$ cat src/rtl/button_pkg.sv
// Shared types and default timing constants for the pushbutton input path.
package button_pkg;

  typedef enum logic [1:0] {
    IDLE,
    PRESS_WAIT,
    HELD,
    RELEASE_WAIT
  } btn_state_t;

  localparam int CLK_HZ              = 20000000;
  localparam int DEBOUNCE_CYCLES_DEF = 200000;
  localparam int LONG_CYCLES_DEF     = 20000000;

endpackage

$ cat src/rtl/button_reader_sync.sv
// Two-flop synchroniser for asynchronous board inputs; RESET_VAL sets the idle level.
module sync_2ff #(
  parameter int         WIDTH     = 1,
  parameter logic [0:0] RESET_VAL = 1'b0
) (
  input  logic             clk,
  input  logic             rst_n,
  input  logic [WIDTH-1:0] d,
  output logic [WIDTH-1:0] q
);

  logic [WIDTH-1:0] sync1_q;
  logic [WIDTH-1:0] sync2_q;

  always_ff @(posedge clk) begin
    if (!rst_n) begin
      sync1_q <= {WIDTH{RESET_VAL}};
      sync2_q <= {WIDTH{RESET_VAL}};
    end else begin
      sync1_q <= d;
      sync2_q <= sync1_q;
    end
  end

  assign q = sync2_q;

endmodule

$ cat src/rtl/button_reader.sv
// Debounced pushbutton reader: level, press/release/long-press strobes,
// press counter and a press-toggled LED drive.
module button_reader
  import button_pkg::*;
#(
  parameter int DEBOUNCE_CYCLES = DEBOUNCE_CYCLES_DEF,
  parameter int LONG_CYCLES     = LONG_CYCLES_DEF
) (
  input  logic       clk,
  input  logic       rst_n,
  input  logic       btn_n,
  output logic       btn_level,
  output logic       press_pulse,
  output logic       release_pulse,
  output logic       long_pulse,
  output logic [7:0] press_count,
  output logic       led
);

  localparam int DEB_W  = (DEBOUNCE_CYCLES > 2) ? $clog2(DEBOUNCE_CYCLES) : 1;
  localparam int HOLD_W = (LONG_CYCLES > 2) ? $clog2(LONG_CYCLES) : 1;

  // The sample that moves the FSM out of IDLE/HELD already counts as the
  // first stable sample, so the wait states finish after DEBOUNCE_CYCLES-1 more.
  localparam logic [DEB_W-1:0]  DEB_LAST  = DEB_W'(DEBOUNCE_CYCLES - 2);
  localparam logic [HOLD_W-1:0] HOLD_LAST = HOLD_W'(LONG_CYCLES - 1);

  logic        btn_sync_n;
  logic        s;

  btn_state_t        state_q,         state_d;
  logic [DEB_W-1:0]  deb_cnt_q,       deb_cnt_d;
  logic [HOLD_W-1:0] hold_cnt_q,      hold_cnt_d;
  logic              long_done_q,     long_done_d;
  logic              btn_level_q,     btn_level_d;
  logic              press_pulse_q,   press_pulse_d;
  logic              release_pulse_q, release_pulse_d;
  logic              long_pulse_q,    long_pulse_d;
  logic [7:0]        press_count_q,   press_count_d;
  logic              led_q,           led_d;

  sync_2ff #(
    .WIDTH     (1),
    .RESET_VAL (1'b1)
  ) u_sync (
    .clk   (clk),
    .rst_n (rst_n),
    .d     (btn_n),
    .q     (btn_sync_n)
  );

  assign s = ~btn_sync_n;

  always_comb begin
    state_d         = state_q;
    deb_cnt_d       = deb_cnt_q;
    hold_cnt_d      = hold_cnt_q;
    long_done_d     = long_done_q;
    btn_level_d     = btn_level_q;
    press_count_d   = press_count_q;
    led_d           = led_q;
    press_pulse_d   = 1'b0;
    release_pulse_d = 1'b0;
    long_pulse_d    = 1'b0;

    // Hold time keeps running through a release bounce so long-press timing is unaffected.
    if (state_q == HELD || state_q == RELEASE_WAIT) begin
      if (hold_cnt_q != HOLD_LAST) begin
        hold_cnt_d = hold_cnt_q + 1'b1;
      end else if (!long_done_q) begin
        long_pulse_d = 1'b1;
        long_done_d  = 1'b1;
      end
    end

    case (state_q)
      IDLE: begin
        if (s) begin
          state_d   = PRESS_WAIT;
          deb_cnt_d = '0;
        end
      end
      PRESS_WAIT: begin
        if (!s) begin
          state_d   = IDLE;
          deb_cnt_d = '0;
        end else if (deb_cnt_q == DEB_LAST) begin
          state_d       = HELD;
          press_pulse_d = 1'b1;
          btn_level_d   = 1'b1;
          press_count_d = press_count_q + 8'd1;
          led_d         = ~led_q;
          hold_cnt_d    = '0;
          long_done_d   = 1'b0;
        end else begin
          deb_cnt_d = deb_cnt_q + 1'b1;
        end
      end
      HELD: begin
        if (!s) begin
          state_d   = RELEASE_WAIT;
          deb_cnt_d = '0;
        end
      end
      RELEASE_WAIT: begin
        if (s) begin
          state_d = HELD;
        end else if (deb_cnt_q == DEB_LAST) begin
          state_d         = IDLE;
          release_pulse_d = 1'b1;
          btn_level_d     = 1'b0;
        end else begin
          deb_cnt_d = deb_cnt_q + 1'b1;
        end
      end
      default: state_d = IDLE;
    endcase
  end

  always_ff @(posedge clk) begin
    if (!rst_n) begin
      state_q         <= IDLE;
      deb_cnt_q       <= '0;
      hold_cnt_q      <= '0;
      long_done_q     <= 1'b0;
      btn_level_q     <= 1'b0;
      press_pulse_q   <= 1'b0;
      release_pulse_q <= 1'b0;
      long_pulse_q    <= 1'b0;
      press_count_q   <= 8'd0;
      led_q           <= 1'b0;
    end else begin
      state_q         <= state_d;
      deb_cnt_q       <= deb_cnt_d;
      hold_cnt_q      <= hold_cnt_d;
      long_done_q     <= long_done_d;
      btn_level_q     <= btn_level_d;
      press_pulse_q   <= press_pulse_d;
      release_pulse_q <= release_pulse_d;
      long_pulse_q    <= long_pulse_d;
      press_count_q   <= press_count_d;
      led_q           <= led_d;
    end
  end

  assign btn_level     = btn_level_q;
  assign press_pulse   = press_pulse_q;
  assign release_pulse = release_pulse_q;
  assign long_pulse    = long_pulse_q;
  assign press_count   = press_count_q;
  assign led           = led_q;

endmodule

$ cat config.mk
export PLATFORM = sky130hd
export DESIGN_NAME = button_reader
export DESIGN_NICKNAME = d
export VERILOG_FILES = /design/src/rtl/button_pkg.sv /design/src/rtl/button_reader_sync.sv /design/src/rtl/button_reader.sv
export SDC_FILE = /design/constraint.sdc
export NUM_CORES = 1
export LEC_CHECK = 0
export BUFFER_PORTS_ARGS = -buffer_cell sky130_fd_sc_hd__buf_4
export CORE_UTILIZATION = 40
export CTS_BUF_LIST = sky130_fd_sc_hd__clkbuf_4 sky130_fd_sc_hd__clkbuf_8
export DETAILED_ROUTE_END_ITERATION = 8
export MAX_ROUTING_LAYER = met4
export PLACE_DENSITY = 0.57
export REMOVE_ABC_BUFFERS = 1
export SLEW_MARGIN = 20
export SYNTH_ARGS = -nofsm -noshare
export SYNTH_HDL_FRONTEND = slang
export SYNTH_SLANG_ARGS = --single-unit
$ cat constraint.sdc
create_clock -name clk -period 2.5 [get_ports clk]
set_input_delay 0.125 -clock clk [delete_from_list [all_inputs] [get_ports clk]]
set_output_delay 0.125 -clock clk [all_outputs]
set_load 0.03 [all_outputs]
## Word-level counts from Yosys, hierarchy flattened

Index checks and enable logic that the tools add are counted.

- Register bits: 61
- Output and inout bits: 13
- Input bits: 3
- Logic and storage cells: 73

- Add/subtract/negate cells: 3
- Reductions and logical operators: 10
- Equality and inequality tests: 13
- Bitwise gates (word level): 5
- Muxes and demuxes: 30

Operators by type and width:

| cell | number |
|---|---|
| two-way mux 25 bit | 5 |
| two-way mux 18 bit | 5 |
| case mux 18 bit (4 select lines) | 1 |
| adder 25 x 1 -> 25 bit, second input constant | 1 |
| != test 25 bit, second input constant | 1 |
| adder 18 x 1 -> 18 bit, second input constant | 1 |
| == test 18 bit, second input constant | 1 |
| two-way mux 2 bit | 6 |
| two-way mux 1 bit | 11 |
| AND reduction 3 bit | 3 |
| adder 8 x 1 -> 8 bit, second input constant | 1 |
| case mux 2 bit (4 select lines) | 1 |
| != test 2 x 1 -> 1 bit, second input constant | 3 |
| != test 2 bit, second input constant | 3 |
| OR reduction 3 bit | 2 |
| NOT 1 bit | 5 |
| AND reduction 5 bit | 1 |
| == test 2 bit, second input constant | 2 |
| AND reduction 4 bit | 1 |
| != test 3 x 2 -> 1 bit, second input constant | 1 |
| != test 3 bit, second input constant | 1 |
| == test 2 x 1 -> 1 bit, second input constant | 1 |
| zero test 2 bit | 1 |
| case mux 1 bit (2 select lines) | 1 |
| 2 further kinds | 2 |

## Longest topological paths before layout

- Word-level depth: 6
- Depth in mapped cells: 7
- Gate-level depth less buffers: 7

## Modules after synthesis

From an unflattened synthesis, not the netlist that was laid out.

- Cell total of the unflattened synthesis: 356
- Area, all modules: 3,030.4 µm²

By module, submodules not included:

| module | area an instance (µm²) | cells an instance | seq. area each (µm²) | times used |
|---|---|---|---|---|
| button_reader | 2,977.9 | 352 | 1,181.1 | 1 |
| sync_2ff | 52.6 | 4 | 40.0 | 1 |

## Worst setup path before layout

No wires, ideal clock.

- Path type: register to register
- Start point: register deb_cnt_q[0]
- End point: register deb_cnt_q[3]
- Data required time: 2.380 ns
- Setup slack: 0.744 ns
- Clock period less this slack: 1.756 ns
- Path buffers: 0
- Arrival time: 1.636 ns
- Library setup time: 0.120 ns
- Stages on the path, launching flop included: 8
- Cells stage by stage: dfxtp_1 -> inv_1 -> ha_1 -> and4b_1 -> nand4_4 -> nor2_2 -> o311a_1 -> o31a_1

- Cells in the longest elaborated chain, start to end: 4
- Elaborated cells between the ends (all ways): 6
- Those cells by class: add/sub: 1; eq/ne: 1; mux: 4

Ends and longest elaborated chain:

| element | line | source |
|---|---|---|
| start: declaration | button_reader.sv:32 | `logic [DEB_W-1:0] deb_cnt_q, deb_cnt_d;` |
| start signal: assignment | button_reader.sv:134 | `deb_cnt_q <= deb_cnt_d;` |
| adder 18 x 1 -> 18 bit or == test 18 bit (tied branches) | -- |  |
| two-way mux 18 bit * | button_reader.sv:87, button_reader.sv:108 |  |
| two-way mux 18 bit, on equally long branches | button_reader.sv:106, button_reader.sv:84 |  |
| case mux 18 bit (4 select lines) * | button_reader.sv:76 | `case (state_q)` |

Every way passes the cells marked *; elsewhere a longest branch is shown, timed or not. The select of a mux whose other input is x is not followed.
A chain may end at the register's enable or synchronous reset.

## Final worst setup path

- Start point: register hold_cnt_q[0]
- End point: register hold_cnt_q[3]

- Cells in the longest elaborated chain, start to end: 6
- Elaborated cells between the ends (all ways): 7
- Those cells by class: add/sub: 1; eq/ne: 1; mux: 5

Ends and longest elaborated chain:

| element | line | source |
|---|---|---|
| start: declaration | button_reader.sv:33 | `logic [HOLD_W-1:0] hold_cnt_q, hold_cnt_d;` |
| start signal: assignment | button_reader.sv:135 | `hold_cnt_q <= hold_cnt_d;` |
| adder 25 x 1 -> 25 bit or != test 25 bit (tied branches) | button_reader.sv:69, button_reader.sv:68 |  |
| two-way mux 25 bit * | button_reader.sv:68 | `if (hold_cnt_q != HOLD_LAST) begin` |
| two-way mux 25 bit * | button_reader.sv:67 | `if (state_q == HELD \|\| state_q == RELEASE_WAIT) begin` |
| two-way mux 25 bit | button_reader.sv:87 | `end else if (deb_cnt_q == DEB_LAST) begin` |
| two-way mux 25 bit | button_reader.sv:84 | `if (!s) begin` |
| two-way mux 25 bit * | button_reader.sv:76 |  |

Every way passes the cells marked *; elsewhere a longest branch is shown, timed or not.

==> results.toml <==
[worst_setup_path]
r2r-start = "hold_cnt_q[0]$_SDFF_PN0_"
required_ps = 2730
worst_path_largest_cell_delay_ps = 560
cp_top_family = "simple AND/OR/NAND/NOR gates"
worstSetupStartpointType = "flip-flop"
arrival_ps = 2290
crit_type = "flip-flop to flip-flop"
path_max_fanout = 11
path_cells = "ha_1 > nand2_1 > or3_1 > o21ai_0 > nor3_1 > o21ba_2"
reg2regPathDepth = 6
path_buf_inv = 0
worst-path-stages = 6
crit_path_start = "hold_cnt_q[0]$_SDFF_PN0_"
crit_slowest_cell = "or3_1"
ff2ff_setup_slack_ps = 440
end_kind = "flip-flop"

[grt]
grt_pass1_vias = 2528
grt-ovfl-total = 0
grt_max_degree = 42
antenna_found_initial = 0
grt_use_total_pct = 18.7
grt_pass1_wl_mm = 12.2

[timing]
min_period_over_period_pct = 82.3
rsz0062_at_grt = "no"
layout_setup_ws_ps = 443
clock.fmax_mhz = 486
max_slew_margin_pct = 58.4
clock_skew_ps = 7.88
final.min_clock_period_ps = 2060
worst_pin_slew_ps = 618
slew_violations = 0
hold_viol = 0
finalSetupTns_ps = 0
setup_viol = 0

[route]
post-route-drc-count = 0
drt_iter0_drc = 169
dr.pass1.iters = 4
wl_mm = 6.97
post_drt_wl_per_cell_um = 14.2
vias = 2724
vias_per_cell = 5.56
ant_nets = 0

[synthesis]
synth-xor-area-share_pct = 6.31
syn_inst = 372
ys_warn_count = 0
netlist_top_cells_area = "dfxtp_1 (38%), xor2_1 (5.2%), nand2_1 (4.2%), o21ai_0 (4.1%), nor2_1 (3.6%)"
synth_top_family_by_area = "simple AND/OR/NAND/NOR gates"
synthAdderAreaFrac_pct = 1.57
synth_top_area_share_pct = 38.2
synthFlopType = "dfxtp_1"
synthMuxAreaShare_pct = 1.57
synth_seq_cells = 61
synth_compound_area_share_pct = 15.5
synth_area_per_cell_um2 = 8.58
synth_cell_types = 60
yosysMostFrequentCell = "dfxtp_1"
synthArstFlopShare_pct = 0
yosys.area_share.simple_pct = 33.2
ys_top_cells_by_count = "dfxtp_1 (61), nand2_1 (36), nor2_1 (31)"
syn-cell-area_mm2 = 0.00319
yosys.area.top_type = "dfxtp_1"
seq_area_frac_synth_pct = 38.2
synth_edf_count = 0

[hold_path]
hold_class = "primary input to flip-flop"
hold_path_depth = 2
min_from = "rst_n"

[clock_network]
htreeDepth = 3
cts.clk_slew.worst_paths_ps = 70
post_cts_resized = 0
clk_latency_ps = 330
cts_tree = "built"
clockBufferDepth = 2
cts_root_buf = "clkbuf_8"
cts_sinks = 61
cts-buffers-inserted = 9

[finish]
regMostFlops = "hold_cnt_q"
largest_reg_flops = 25
multi_input_area_mm2 = 0.00186
regArea_mm2 = 0.00122
drive_gt1_share_pct = 14.4
final_nets = 392
nFillCells = 770
diodes = 0
area_growth_pct = 11.4
fin_util_pct = 46.0

[placed_design]
pre_cts_ws_ps = 456
gp_congestion = 0.756
dp_hpwl_mm = 4.73
portBuffers = 15

[power]
powerDensity_mw_per_mm2 = 507
max-vdd-ir-drop_v = 0.000269
p_leak_nw = 1.30

[die]
dieWidth_um = 91.3
dieArea_mm2 = 0.00834
start_util_pct = 41.3
core_mm2 = 0.00773
die_h_um = 91.3
io_pins = 16
rows = 32

[run_status]
status = "completed"

[job]
max_cap_violations = 0
[stage by stage]
step	cell area [µm²]	power [mW]	hold slack, ps	cells
4_1_cts	3560	1.83	168	490
6_report	3560	1.80	172	490
2_1_floorplan	3110	1.02	198	354
3_5_place_dp	3380	1.04	315	475
5_1_grt	3560	1.88	193	490
3_3_place_gp	3380	1.04	313	475
[placed cells by master (no fill, tap or decap), drive strengths merged, types with 3 or more instances in the layout]
master	synthesis	final
nor2	32	32
nor4	8	8
o21a	4	4
mux2i	5	5
and4	4	4
and4b	3	3
and3	8	8
a21boi	4	4
nand3	17	17
xnor2	4	4
nor4b	4	4
nand2	36	36
o211ai	5	5
or3	3	3
nand4	21	21
o2111ai	3	3
and2	8	8
nor3	14	14
clkbuf	9	12
o21ai	26	26
a31oi	5	5
xor2	19	19
nand2b	10	10
a21oi	13	13
inv	8	8
ha	4	4
or4	4	4
dfxtp	61	61
buf	9	19
[routing by layer]
layer	global-route usage [%]	routed length [µm]	vias up
met5	-	0	-
met4	7.54	130	0
met3	3.27	229	10
met2	27.0	3040	45
met1	25.8	3570	1291
li1	-	-	1378
[worst register-to-register path: cells and delay by family, from the launching register on]
family,cells,cell delay [ps]
simple gates,3,780
compound gates,2,610
flops,1,370
fa+ha+maj,1,190
[cell type report]
cell class              count  share of cell area, %
inverters                   8                  0.844
flip-flops and latches     61                   34.3
multi-input cells         285                   52.2
clock buffers              12                   4.47
well taps                 102                   3.59
repair buffers             20                   4.29
clock inverters             2                  0.281
[kinds of logic (layout without fill, tap and decap cells)]
family          after synthesis  in the layout
simple gates                179            179
compound gates               74             74
flops                        61             61
buf+inv                      26             42
xor+xnor                     23             23
mux                           5              5
fa+ha+maj                     4              4
[repair_timing]
action	in CTS	in global routing
hold buffers	1	0
setup endpoints to repair	0	0
buffers inserted	0	0
endpoints found under the hold margin	1	0
[where the power goes]
part,internal (mW),switching [mW]
clock network,0.411,0.373
logic,0.0154,0.0305
registers,0.974,0.00125
[path summary, 6_finish.rpt]
check	to
hold reg to reg	u_sync.q$_SDFF_PN1_
setup reg to reg	hold_cnt_q[3]$_SDFF_PN0_
setup / recovery	hold_cnt_q[3]$_SDFF_PN0_
hold / removal	u_sync.sync1_q$_SDFF_PN1_
(Power assumes the default switching activity.)
